[config.mk]
export PLATFORM = sky130hd
export DESIGN_NAME = prefix_enc
export DESIGN_NICKNAME = d
export VERILOG_FILES = /design/src/rtl/prefix_enc.sv
export SDC_FILE = /design/constraint.sdc
export NUM_CORES = 1
export LEC_CHECK = 0
export ABC_CLOCK_PERIOD_IN_PS = 4100
export CORE_MARGIN = 2
export CORE_UTILIZATION = 46
export DETAILED_ROUTE_END_ITERATION = 8
export GPL_TIMING_DRIVEN = 1
export PLACE_DENSITY = 0.86
export RECOVER_POWER = 25
export SYNTH_ARGS = -nofsm -noshare
export SYNTH_HDL_FRONTEND = slang
export SYNTH_SLANG_ARGS = --single-unit
export TNS_END_PERCENT = 10
[constraint.sdc]
create_clock -name clk -period 4.1 [get_ports clk]
set_input_delay 1.025 -clock clk [delete_from_list [all_inputs] [get_ports clk]]
set_output_delay 1.025 -clock clk [all_outputs]
set_load 0.005 [all_outputs]
[src/rtl/prefix_enc.sv]
// ============================================================================
// Module  : prefix_enc
// Brief   : Inserts REP / segment-override / operand-size prefix bytes ahead of
//           an instruction body, one prefix per cycle, then holds the packet.
// Revision: 1.0 - initial release
// ============================================================================
`default_nettype none

module prefix_enc (
  input  logic         clk,
  input  logic         reset,
  input  logic         in_valid,
  output logic         in_ready,
  input  logic         in_rep,
  input  logic [5:0]   in_seg_override,
  input  logic         in_opsize_override,
  input  logic [127:0] in_body,
  output logic         out_valid,
  input  logic         out_ready,
  output logic [127:0] out_packet,
  output logic [1:0]   out_num_prefixes,
  output logic         out_err
);

  localparam logic [7:0] C_REP    = 8'hF3;
  localparam logic [7:0] C_ES     = 8'h26;
  localparam logic [7:0] C_CS     = 8'h2E;
  localparam logic [7:0] C_SS     = 8'h36;
  localparam logic [7:0] C_DS     = 8'h3E;
  localparam logic [7:0] C_FS     = 8'h64;
  localparam logic [7:0] C_GS     = 8'h65;
  localparam logic [7:0] C_OPSIZE = 8'h66;

  typedef enum logic [1:0] {
    S_IDLE = 2'd0,
    S_PREP = 2'd1,
    S_DONE = 2'd2
  } state_t;

  state_t       r_state;
  state_t       w_state_next;
  logic [127:0] r_packet;
  logic [2:0]   r_pend;        // [0] opsize, [1] seg, [2] rep
  logic [7:0]   r_seg_byte;
  logic [1:0]   r_num;
  logic         r_err;

  logic         w_seg_multi;
  logic         w_seg_one;
  logic [7:0]   w_seg_byte;
  logic [7:0]   w_ins_byte;
  logic [2:0]   w_pend_next;
  logic         w_accept;

  // x & (x-1) clears the lowest set bit: non-zero result means two or more set
  assign w_seg_multi = (in_seg_override & (in_seg_override - 6'd1)) != 6'd0;
  assign w_seg_one   = (in_seg_override != 6'd0) && !w_seg_multi;
  assign w_accept    = in_valid && (r_state == S_IDLE);

  always_comb begin
    w_seg_byte = 8'h00;
    case (in_seg_override)
      6'b000001: w_seg_byte = C_ES;
      6'b000010: w_seg_byte = C_CS;
      6'b000100: w_seg_byte = C_SS;
      6'b001000: w_seg_byte = C_DS;
      6'b010000: w_seg_byte = C_FS;
      6'b100000: w_seg_byte = C_GS;
      default:   w_seg_byte = 8'h00;
    endcase
  end

  // Opsize goes in first so that it ends up nearest the opcode
  always_comb begin
    w_ins_byte  = C_REP;
    w_pend_next = r_pend;
    if (r_pend[0]) begin
      w_ins_byte     = C_OPSIZE;
      w_pend_next[0] = 1'b0;
    end else if (r_pend[1]) begin
      w_ins_byte     = r_seg_byte;
      w_pend_next[1] = 1'b0;
    end else if (r_pend[2]) begin
      w_ins_byte     = C_REP;
      w_pend_next[2] = 1'b0;
    end
  end

  always_comb begin
    w_state_next = r_state;
    in_ready     = 1'b0;
    out_valid    = 1'b0;
    case (r_state)
      S_IDLE: begin
        in_ready = 1'b1;
        if (in_valid) begin
          if (in_rep || w_seg_one || in_opsize_override) w_state_next = S_PREP;
          else                                            w_state_next = S_DONE;
        end
      end
      S_PREP: begin
        if (w_pend_next == 3'b000) w_state_next = S_DONE;
      end
      S_DONE: begin
        out_valid = 1'b1;
        if (out_ready) w_state_next = S_IDLE;
      end
      default: w_state_next = S_IDLE;
    endcase
  end

  always_ff @(posedge clk or negedge reset) begin
    if (!reset) r_state <= S_IDLE;
    else        r_state <= w_state_next;
  end

  always_ff @(posedge clk or negedge reset) begin
    if (!reset) begin
      r_packet   <= 128'd0;
      r_pend     <= 3'b000;
      r_seg_byte <= 8'h00;
      r_num      <= 2'd0;
      r_err      <= 1'b0;
    end else if (w_accept) begin
      r_packet   <= in_body;
      r_pend     <= {in_rep, w_seg_one, in_opsize_override};
      r_seg_byte <= w_seg_byte;
      r_num      <= {1'b0, in_rep} + {1'b0, w_seg_one} + {1'b0, in_opsize_override};
      r_err      <= w_seg_multi;
    end else if (r_state == S_PREP) begin
      r_packet   <= {w_ins_byte, r_packet[127:8]};
      r_pend     <= w_pend_next;
    end
  end

  assign out_packet       = r_packet;
  assign out_num_prefixes = r_num;
  assign out_err          = r_err;

endmodule

`default_nettype wire
==> summary.txt, run 1 <==
Finish
  – Syn-to-layout area delta: 51.1%
  – Most frequent cells in the layout: 271 x clkdlybuf4s50_1, 258 x nand2_1, 142 x dfrtp_1
  – Commonest non-fill, non-tap cell in the layout: clkdlybuf4s50_1
  – Core Util, Final: 70.3%
  – Area of the multi-input gates: 2490 µm²
  – Antenna Cells: 0
  – Reg area: 3550 µm²
  – Fill cells: 1061
  – Fraction of layout cells with a size suffix above 1: 4.50%
  – Post-layout net count: 1062

Setup path
  – Crit Path Category: in -> reg
  – Critical path's most frequent cell: nand2_1
  – Worst EP arrival: 3.18 ns
  – CP Buf/Inv Count: 2
  – Critical path required time: 4.41 ns
  – Slowest cell on the critical path: clkdlybuf4s50_1
  – Cells on worst reg2reg path: 5
  – Reg-to-Reg End: out_packet[121]
  – Slowest stage delay, CP: 0.60 ns
  – Crit path cell chain: clkdlybuf4s50_1 -> nor2b_1 -> a221o_1 -> a211oi_2 -> inv_1 -> fa_1 -> nand2_1 -> nand2_1
  – Largest delay share family, worst path: buffers and inverters
  – Reg2reg setup slack: 1.87 ns
  – Startpoint Class: input pin
  – RR Startpoint: r_state[0]
  – CP endpoint kind: flip-flop
  – CP Max Fanout: 12

Power
  – Pwr/cell area: 766 nW/µm²
  – LEAKAGE: 4.40 nW
  – Worst VDD drop: 0.408 mV

Synth
  – Yosys warnings: 0
  – Distinct cells, synth: 41
  – Syn Std Cell Area: 6380 µm²
  – Ys flop type: dfrtp_1
  – Seq/Total Area, Yosys: 55.7%
  – Async S/R FF share, synth: 100%
  – Number of synthesized flops with an enable pin: 0
  – Post-synthesis cell count: 675
  – Mean post-synth cell area: 9.45 µm²
  – Post-synthesis register bit count: 142
  – Net Count, Synth: 816

Clock tree
  – TritonCTS buffer count: 17
  – Clock Latency Late Sink: 0.42 ns
  – H-tree depth: 4
  – Clk slew on worst S/H paths: 0.06 ns
  – Hold Buf Count CTS: 0
  – Post-CTS sizing: 0
  – Clock buffer depth: 2
  – CTS tree: done
  – CTS Sinks: 142
  – Setup bufs post-CTS: 0
  – CTS root buffer: clkbuf_16

Placement
  – GP Congestion: 0.812
  – Final HPWL DP: 13600 µm
  – PortBufs: 272

Outcome
  – Outcome: completed

STA
  – Worst slew pin tran: 1.05 ns
  – Fin Setup TNS: 0 ns
  – Slew Limit Fails: 0
  – Achievable Freq: 0.348 GHz
  – Hold Vio Cnt, Final: 0
  – Unrepaired setup endpoints after global routing: false
  – Crit path time final: 2.87 ns
  – Setup violations, final: 0
  – Worst rel slew slack: 30.0%
  – Final period util: 70.0%
  – Setup Skew: 0.00756 ns

Floorplanning
  – Core Region: 13700 µm²
  – Starting density of the core: 46.5%
  – Die W: 122 µm
  – Die Y-Extent: 122 µm
  – I/O pin count: 273
  – Row count: 43
  – Die Footprint: 14800 µm²

Detailed routing
  – Via-to-Cell Ratio: 5.47
  – Met2 wire len: 9660 µm
  – DRC: 0
  – Max layer used: met4
  – Initial DRT Pass Iterations: 5
  – Vias: 6087
  – Drt total wl: 19800 µm
  – Initial DRC Count: 539
  – Metal3 WL: 1780 µm
  – Routed length per instance: 17.8 µm
  – Final ANT Viol Nets: 0
  – M1 WL: 7880 µm

GRT
  – Grt ovf: 0
  – All-Layer GR Usage: 26.8%
  – Number of global-route vias before repair: 5885
  – Largest net degree at the start of global routing: 117
  – Antenna violations before repair: 0
  – First-pass GRT wire length: 30700 µm

Worst hold path
  – WHS Endpoint: out_packet[4]
  – WHS Path Cells: 2
  – Hold WC Path Type: reg -> reg
  – Hold path start: out_packet[4]

Flow run
  – Max cap viols: 0
[cell families after synthesis]
family	count (synthesis)	synth area share, %
DFF	142	55.7
and+or+nand+nor	296	18.6
xor gates and xnor gates	4	0.549
AOI/OAI and AO/OA	169	18.9
adders and majority gates	3	0.628
buffers and inverters	61	5.65
[worst max path at each step]
| stage | slack [ns] | cells after the start | start | endpoint |
|---|---|---|---|---|
| 2_1_floorplan | 1.50 | 8 | in_seg_override[5] | out_num_prefixes[0] |
| 3_3_place_gp | 0.87 | 8 | in_seg_override[0] | out_num_prefixes[0] |
| 3_5_place_dp | 0.81 | 8 | in_seg_override[3] | out_num_prefixes[0] |
| 4_1_cts | 1.23 | 3 | r_state[1] | out_valid |
| 5_1_grt | 1.11 | 8 | in_seg_override[0] | out_num_prefixes[0] |
| 6_report | 1.23 | 8 | in_seg_override[0] | out_num_prefixes[0] |
[per-layer routing]
layer | vias to the layer above | track usage [%]
met5 | - | 0
met4 | 0 | 10.3
met3 | 39 | 8.52
met2 | 288 | 43.8
met1 | 2931 | 33.4
li1 | 2829 | -
[worst register-to-register path: cells and delay by family (launching register included)]
kind | cells | cell delay (ns)
simple gates | 2 | 0.60
buf+inv | 1 | 0.60
flops | 1 | 0.57
compound gates | 2 | 0.30
[per-stage QoR]
| step | power (mW) | cells | setup WS (ns) | hold WS (ns) | area [µm²] |
|---|---|---|---|---|---|
| final | 7.39 | 1113 | 1.23 | 0.480 | 9640 |
| after detailed placement | 5.90 | 1082 | 0.810 | 0.465 | 9080 |
| after global routing | 7.88 | 1113 | 1.11 | 0.500 | 9640 |
| after floorplan | 4.07 | 675 | 1.50 | 0.451 | 6380 |
| after global placement | 5.81 | 1082 | 0.871 | 0.459 | 9080 |
| after CTS | 7.44 | 1113 | 1.23 | 0.478 | 9640 |
[cell type report]
type                            instances  area share [%]
Sequential cell                       142            36.8
Timing Repair Buffer                  281            28.9
Multi-Input combinational cell        472            25.8
Clock buffer                           24            4.89
Tap cell                              180            2.34
Clock inverter                          7           0.908
Inverter                                7           0.272
[state kept, by name, summed over array words and instances, names as in the netlist]
register and cells:
r_seg_byte 6, out_err 1, r_state 2, r_pend 3, out_num_prefixes 2, out_packet 128
[where the power goes]
group | leakage (nW) | switching (mW) | internal [mW]
combinational | 2.37 | 1.45 | 1.73
sequential | 1.75 | 0.642 | 2.08
clock | 0.274 | 0.561 | 0.919
total | 4.40 | 2.65 | 4.73
[synthesized netlist by cell type, drive strengths merged (2+ instances only)]
| library cell | instances | area share, % |
|---|---|---|
| inv | 7 | 0.41 |
| a21oi | 11 | 0.86 |
| xor2 | 4 | 0.55 |
| and3 | 2 | 0.20 |
| o22ai | 9 | 0.88 |
| a22oi | 121 | 14 |
| maj3 | 2 | 0.31 |
| dfrtp | 142 | 56 |
| nand4 | 3 | 0.29 |
| nor2 | 16 | 0.98 |
| nor3 | 2 | 0.24 |
| buf | 47 | 4.8 |
| clkbuf | 7 | 0.41 |
| nor2b | 3 | 0.29 |
| nand3 | 3 | 0.24 |
| a211oi | 2 | 0.31 |
| nand2 | 258 | 15 |
| o21ai | 16 | 1.3 |
| nor4b | 2 | 0.27 |
| and4 | 2 | 0.27 |
Note: power is estimated with default switching activity, not from simulation.
==> inputs of run 2 (changes only) <==
ABC_CLOCK_PERIOD_IN_PS = 2900   (was 4100)
CORE_UTILIZATION = 43   (was 46)
PLACE_DENSITY = 0.81   (was 0.86)
clock period = 2.9 ns   (was 4.1 ns; I/O delays follow)
==> run 2 against run 1 <==
Effect of this change:
- count of clock-buffer cells in the layout is 1 lower
- via count is 0.95% higher
- non-clock buffer count is 10 higher
- die area is 6.7% higher
- core utilization is 2.4 points lower
- register-to-register slack worse by 0.87 ns
- clock skew is 0.00095 ns higher
- sequential cell count stayed put
- largest power group unchanged
- critical path type is now reg -> out
- worst hold slack worse by 0.0041 ns
==> summary.txt, run 2 (synthesis results as in run 1) <==
Placement
  – PortBufs: 272
  – GP Congestion: 0.834
  – Final HPWL DP: 14000 µm

Setup path
  – CP endpoint kind: output pin
  – CP startpoint: r_state[1]
  – Crit Path Category: reg -> out
  – RR Startpoint: r_state[0]
  – Startpoint Class: flip-flop
  – Worst EP arrival: 1.81 ns
  – Critical path required time: 2.17 ns
  – CP Max Fanout: 8
  – Cells on worst reg2reg path: 5

Floorplanning
  – I/O pin count: 273
  – Core Region: 14500 µm²
  – Starting density of the core: 43.9%
  – Die Y-Extent: 126 µm
  – Die W: 126 µm
  – Die Footprint: 15800 µm²
  – Row count: 44

Detailed routing
  – Initial DRC Count: 600
  – Vias: 6145
  – DRC: 0
  – Drt total wl: 20300 µm
  – Routed length per instance: 18.0 µm
  – Final ANT Viol Nets: 0
  – Via-to-Cell Ratio: 5.45
  – Initial DRT Pass Iterations: 5

Outcome
  – Outcome: completed

STA
  – Setup violations, final: 0
  – Final period util: 87.5%
  – Worst hold margin: 0.476 ns
  – Unrepaired setup endpoints after global routing: false
  – Worst rel slew slack: 3.85%
  – Achievable Freq: 0.394 GHz
  – Worst slew pin tran: 1.44 ns
  – Setup Skew: 0.00850 ns
  – Crit path time final: 2.54 ns
  – Hold Vio Cnt, Final: 0
  – Fin Setup TNS: 0 ns
  – Slew Limit Fails: 0

Finish
  – Commonest non-fill, non-tap cell in the layout: clkdlybuf4s50_1
  – Most frequent cells in the layout: 271 x clkdlybuf4s50_1, 258 x nand2_1, 142 x dfrtp_1
  – Antenna Cells: 0
  – Fraction of layout cells with a size suffix above 1: 5.61%
  – Post-layout net count: 1072
  – Area of the multi-input gates: 2490 µm²
  – Max reg flops: 128
  – Reg area: 3550 µm²
  – Syn-to-layout area delta: 54.5%
  – Fill cells: 1132

Worst hold path
  – WHS Path Cells: 2
  – Hold WC Path Type: reg -> reg
  – Hold path start: out_packet[4]

Clock tree
  – Clk slew on worst S/H paths: 0.06 ns
  – CTS root buffer: clkbuf_16
  – CTS tree: done
  – Hold Buf Count CTS: 0
  – Clock buffer depth: 2
  – Clock Latency Late Sink: 0.42 ns
  – Post-CTS sizing: 0
  – Setup bufs post-CTS: 0
  – CTS Sinks: 142
  – H-tree depth: 4
  – TritonCTS buffer count: 17

GRT
  – First-pass GRT wire length: 31700 µm
  – All-Layer GR Usage: 25.2%
  – Grt ovf: 0
  – Number of global-route vias before repair: 5793
  – Antenna violations before repair: 0
  – Largest net degree at the start of global routing: 75

Power
  – LEAKAGE: 4.49 nW
  – Worst VDD drop: 0.597 mV
  – Pwr/cell area: 1100 nW/µm²

Flow run
  – Max cap viols: 0
## run 2: final timing paths
path	end	slack [ns]
max	out_valid	0.36
min	out_packet[4]	0.48
max reg2reg	out_packet[121]	1.00
min reg2reg	out_packet[4]	0.48
max in group asynchronous	out_packet[77]	1.10
min in group asynchronous	out_err	0.63
## run 2: cell type report
type | count | share of cell area (%)
multi-input combinational | 472 | 25.2
clock inverter | 9 | 1.84
timing repair buffer | 291 | 29.4
tap | 184 | 2.34
clock buffer | 23 | 4.85
inverter | 7 | 0.266
sequential | 142 | 36.0
## run 2: worst max-delay path, cell delays in order (launching register included)
cell	delay, ns
dfrtp_1	0.55
inv_1	0.20
nor2_1	0.13
clkdlybuf4s50_1	0.52
## run 2: metal layers
| layer | part of all wire, % | vias to the layer above | wire, µm | track usage, % |
|---|---|---|---|---|
| li1 | - | 2852 | - | - |
| met3 | 8.7 | 39 | 1760 | 7.26 |
| met1 | 40 | 2948 | 8190 | 32.6 |
| met5 | 0 | - | 0 | 0 |
| met2 | 48 | 306 | 9820 | 41.0 |
| met4 | 2.4 | 0 | 488 | 8.79 |
## run 2: power breakdown
group	switching, mW	internal, mW
registers	0.894	2.95
clock network	0.830	1.60
logic	2.08	2.49
## run 2: metrics by stage
stage                     instance area [µm²]  util (%)  setup WS, ns  power, mW  instances
final                                    9860      67.8         0.363       10.8       1128
after global routing                     9860      67.8         0.262       11.5       1128
after CTS                                9870      67.9         0.329       10.9       1128
after detailed placement                 9210      63.4        0.0952       8.42       1096
after global placement                   9210      63.4         0.134       8.32       1096
after floorplan                          6380         -         0.597       5.75        675
==> inputs of run 3 (changes only) <==
CORE_MARGIN = 3   (was 2)
==> run 3 against run 2 <==
Effect of this change:
- the run now ends with capacitance limit, slew limit left
- non-clock buffer count did not move
- first-iteration DRC count fell by 11%
- critical path depth did not move
- count of clock-buffer cells in the layout rose by 2
- clock power fell by 12%
- global-route usage fell by 0.17 points
- critical path type unchanged
- critical endpoint unchanged
- largest power group unchanged
- highest routed layer unchanged
==> summary.txt, run 3 (synthesis results as in run 1) <==
GRT
  – First-pass GRT wire length: 32400 µm
  – Grt ovf: 0
  – All-Layer GR Usage: 25.1%
  – Met1 Use GR: 31.7%
  – GR peak layer: met2
  – Antenna violations before repair: 0
  – Met2 Resource Use GR: 40.5%
  – Met3 Use GR: 8.71%
  – Number of global-route vias before repair: 6122
  – Largest net degree at the start of global routing: 76

STA
  – Crit path time final: 2.55 ns
  – Worst slew pin tran: 1.56 ns
  – Worst rel slew slack: -3.92%
  – Setup Skew: 0.00524 ns
  – Final period util: 88.0%
  – Slew Limit Fails: 58
  – Achievable Freq: 0.392 GHz
  – Hold Vio Cnt, Final: 0
  – Fin Setup TNS: 0 ns
  – Unrepaired setup endpoints after global routing: false
  – Setup violations, final: 0

Finish
  – Commonest non-fill, non-tap cell in the layout: clkdlybuf4s50_1
  – Area of the multi-input gates: 2490 µm²
  – Fill cells: 1088
  – Reg area: 3550 µm²
  – Most frequent cells in the layout: 271 x clkdlybuf4s50_1, 258 x nand2_1, 142 x dfrtp_1
  – Syn-to-layout area delta: 53.4%
  – Antenna Cells: 0
  – Fraction of layout cells with a size suffix above 1: 5.51%
  – Max reg flops: 128
  – Design Area, Final: 9790 µm²
  – Post-layout net count: 1072

Clock tree
  – Clock Latency Late Sink: 0.41 ns
  – Hold Buf Count CTS: 0
  – TritonCTS buffer count: 17
  – H-tree depth: 4
  – CTS Sinks: 142
  – CTS tree: done
  – CTS root buffer: clkbuf_16
  – Clk slew on worst S/H paths: 0.05 ns
  – Setup bufs post-CTS: 0
  – Post-CTS sizing: 0
  – Clock buffer depth: 2

Floorplanning
  – Core Region: 14200 µm²
  – Starting density of the core: 44.9%
  – I/O pin count: 273
  – Die Y-Extent: 128 µm
  – Die W: 128 µm
  – Die Footprint: 16300 µm²
  – Row count: 43

Setup path
  – Cells on worst reg2reg path: 4
  – Reg2reg setup slack: 0.92 ns
  – CP endpoint kind: output pin
  – RR Startpoint: r_state[0]
  – Crit Path Category: reg -> out
  – CP Max Fanout: 8
  – Reg-to-Reg End: out_packet[34]
  – Critical path required time: 2.17 ns
  – Worst EP arrival: 1.83 ns
  – Startpoint Class: flip-flop

Detailed routing
  – DRC: 0
  – Drt total wl: 20700 µm
  – Routed length per instance: 18.4 µm
  – Vias: 6071
  – Initial DRC Count: 535
  – Final ANT Viol Nets: 0
  – Via-to-Cell Ratio: 5.41
  – Initial DRT Pass Iterations: 7

Worst hold path
  – Hold path start: out_packet[5]
  – WHS Endpoint: out_packet[5]
  – Hold WC Path Type: reg -> reg
  – WHS Path Cells: 2

Placement
  – PortBufs: 272
  – Post-place instance area: 9220 µm²
  – GP Congestion: 0.850
  – Final HPWL DP: 14300 µm

Flow run
  – Max cap viols: 1

Power
  – Worst VDD drop: 0.568 mV
  – Pwr/cell area: 1080 nW/µm²
  – LEAKAGE: 4.47 nW

Outcome
  – Outcome: finished, violations left
  – Failing checks: capacitance limit, slew limit
==> run 3: how the worst max path moves through the flow <==
stage                                  start             endpoint  cells past startpoint
after floorplan           in_seg_override[5]  out_num_prefixes[0]                      8
after global placement    in_seg_override[3]  out_num_prefixes[0]                      8
after detailed placement  in_seg_override[3]  out_num_prefixes[0]                      8
after CTS                         r_state[1]            out_valid                      3
after global routing                   reset        r_seg_byte[6]                      2
final                             r_state[1]            out_valid                      3
==> run 3: area by class of cell <==
type,instances,share of cell area (%)
Clock buffer,25,5.06
Clock inverter,6,0.844
Inverter,7,0.268
Multi-Input combinational cell,472,25.4
Sequential cell,142,36.3
Tap cell,180,2.30
Timing Repair Buffer,291,29.8
==> run 3: worst max-delay path: stages, from the launching register on <==
cell and delay, ns:
dfrtp_1 0.56, inv_1 0.23, nor2_1 0.12, clkdlybuf4s50_1 0.51
==> run 3: per-layer routing <==
metal	vias up	routed length [µm]	share of wire (%)
li1	2843	-	-
met1	2914	8180	40
met2	282	10000	48
met3	32	2010	9.7
met4	0	470	2.3
met5	-	0	0
==> run 3: report_power, final <==
group,internal [mW],switching (mW)
Combinational,2.52,2.10
Sequential,2.95,0.893
Clock,1.35,0.777
Total,6.82,3.77
==> run 3: metrics by stage <==
stage	setup WS [ns]	utilization, %	hold slack (ns)	instances	power [mW]
CTS	0.340	69.0	0.294	1123	10.7
detailed placement	0.136	64.9	0.461	1092	8.46
floorplan	0.597	-	0.429	675	5.75
global route	0.211	68.9	0.506	1123	11.3
finish	0.348	68.9	0.474	1123	10.6
global placement	0.138	64.9	0.460	1092	8.35
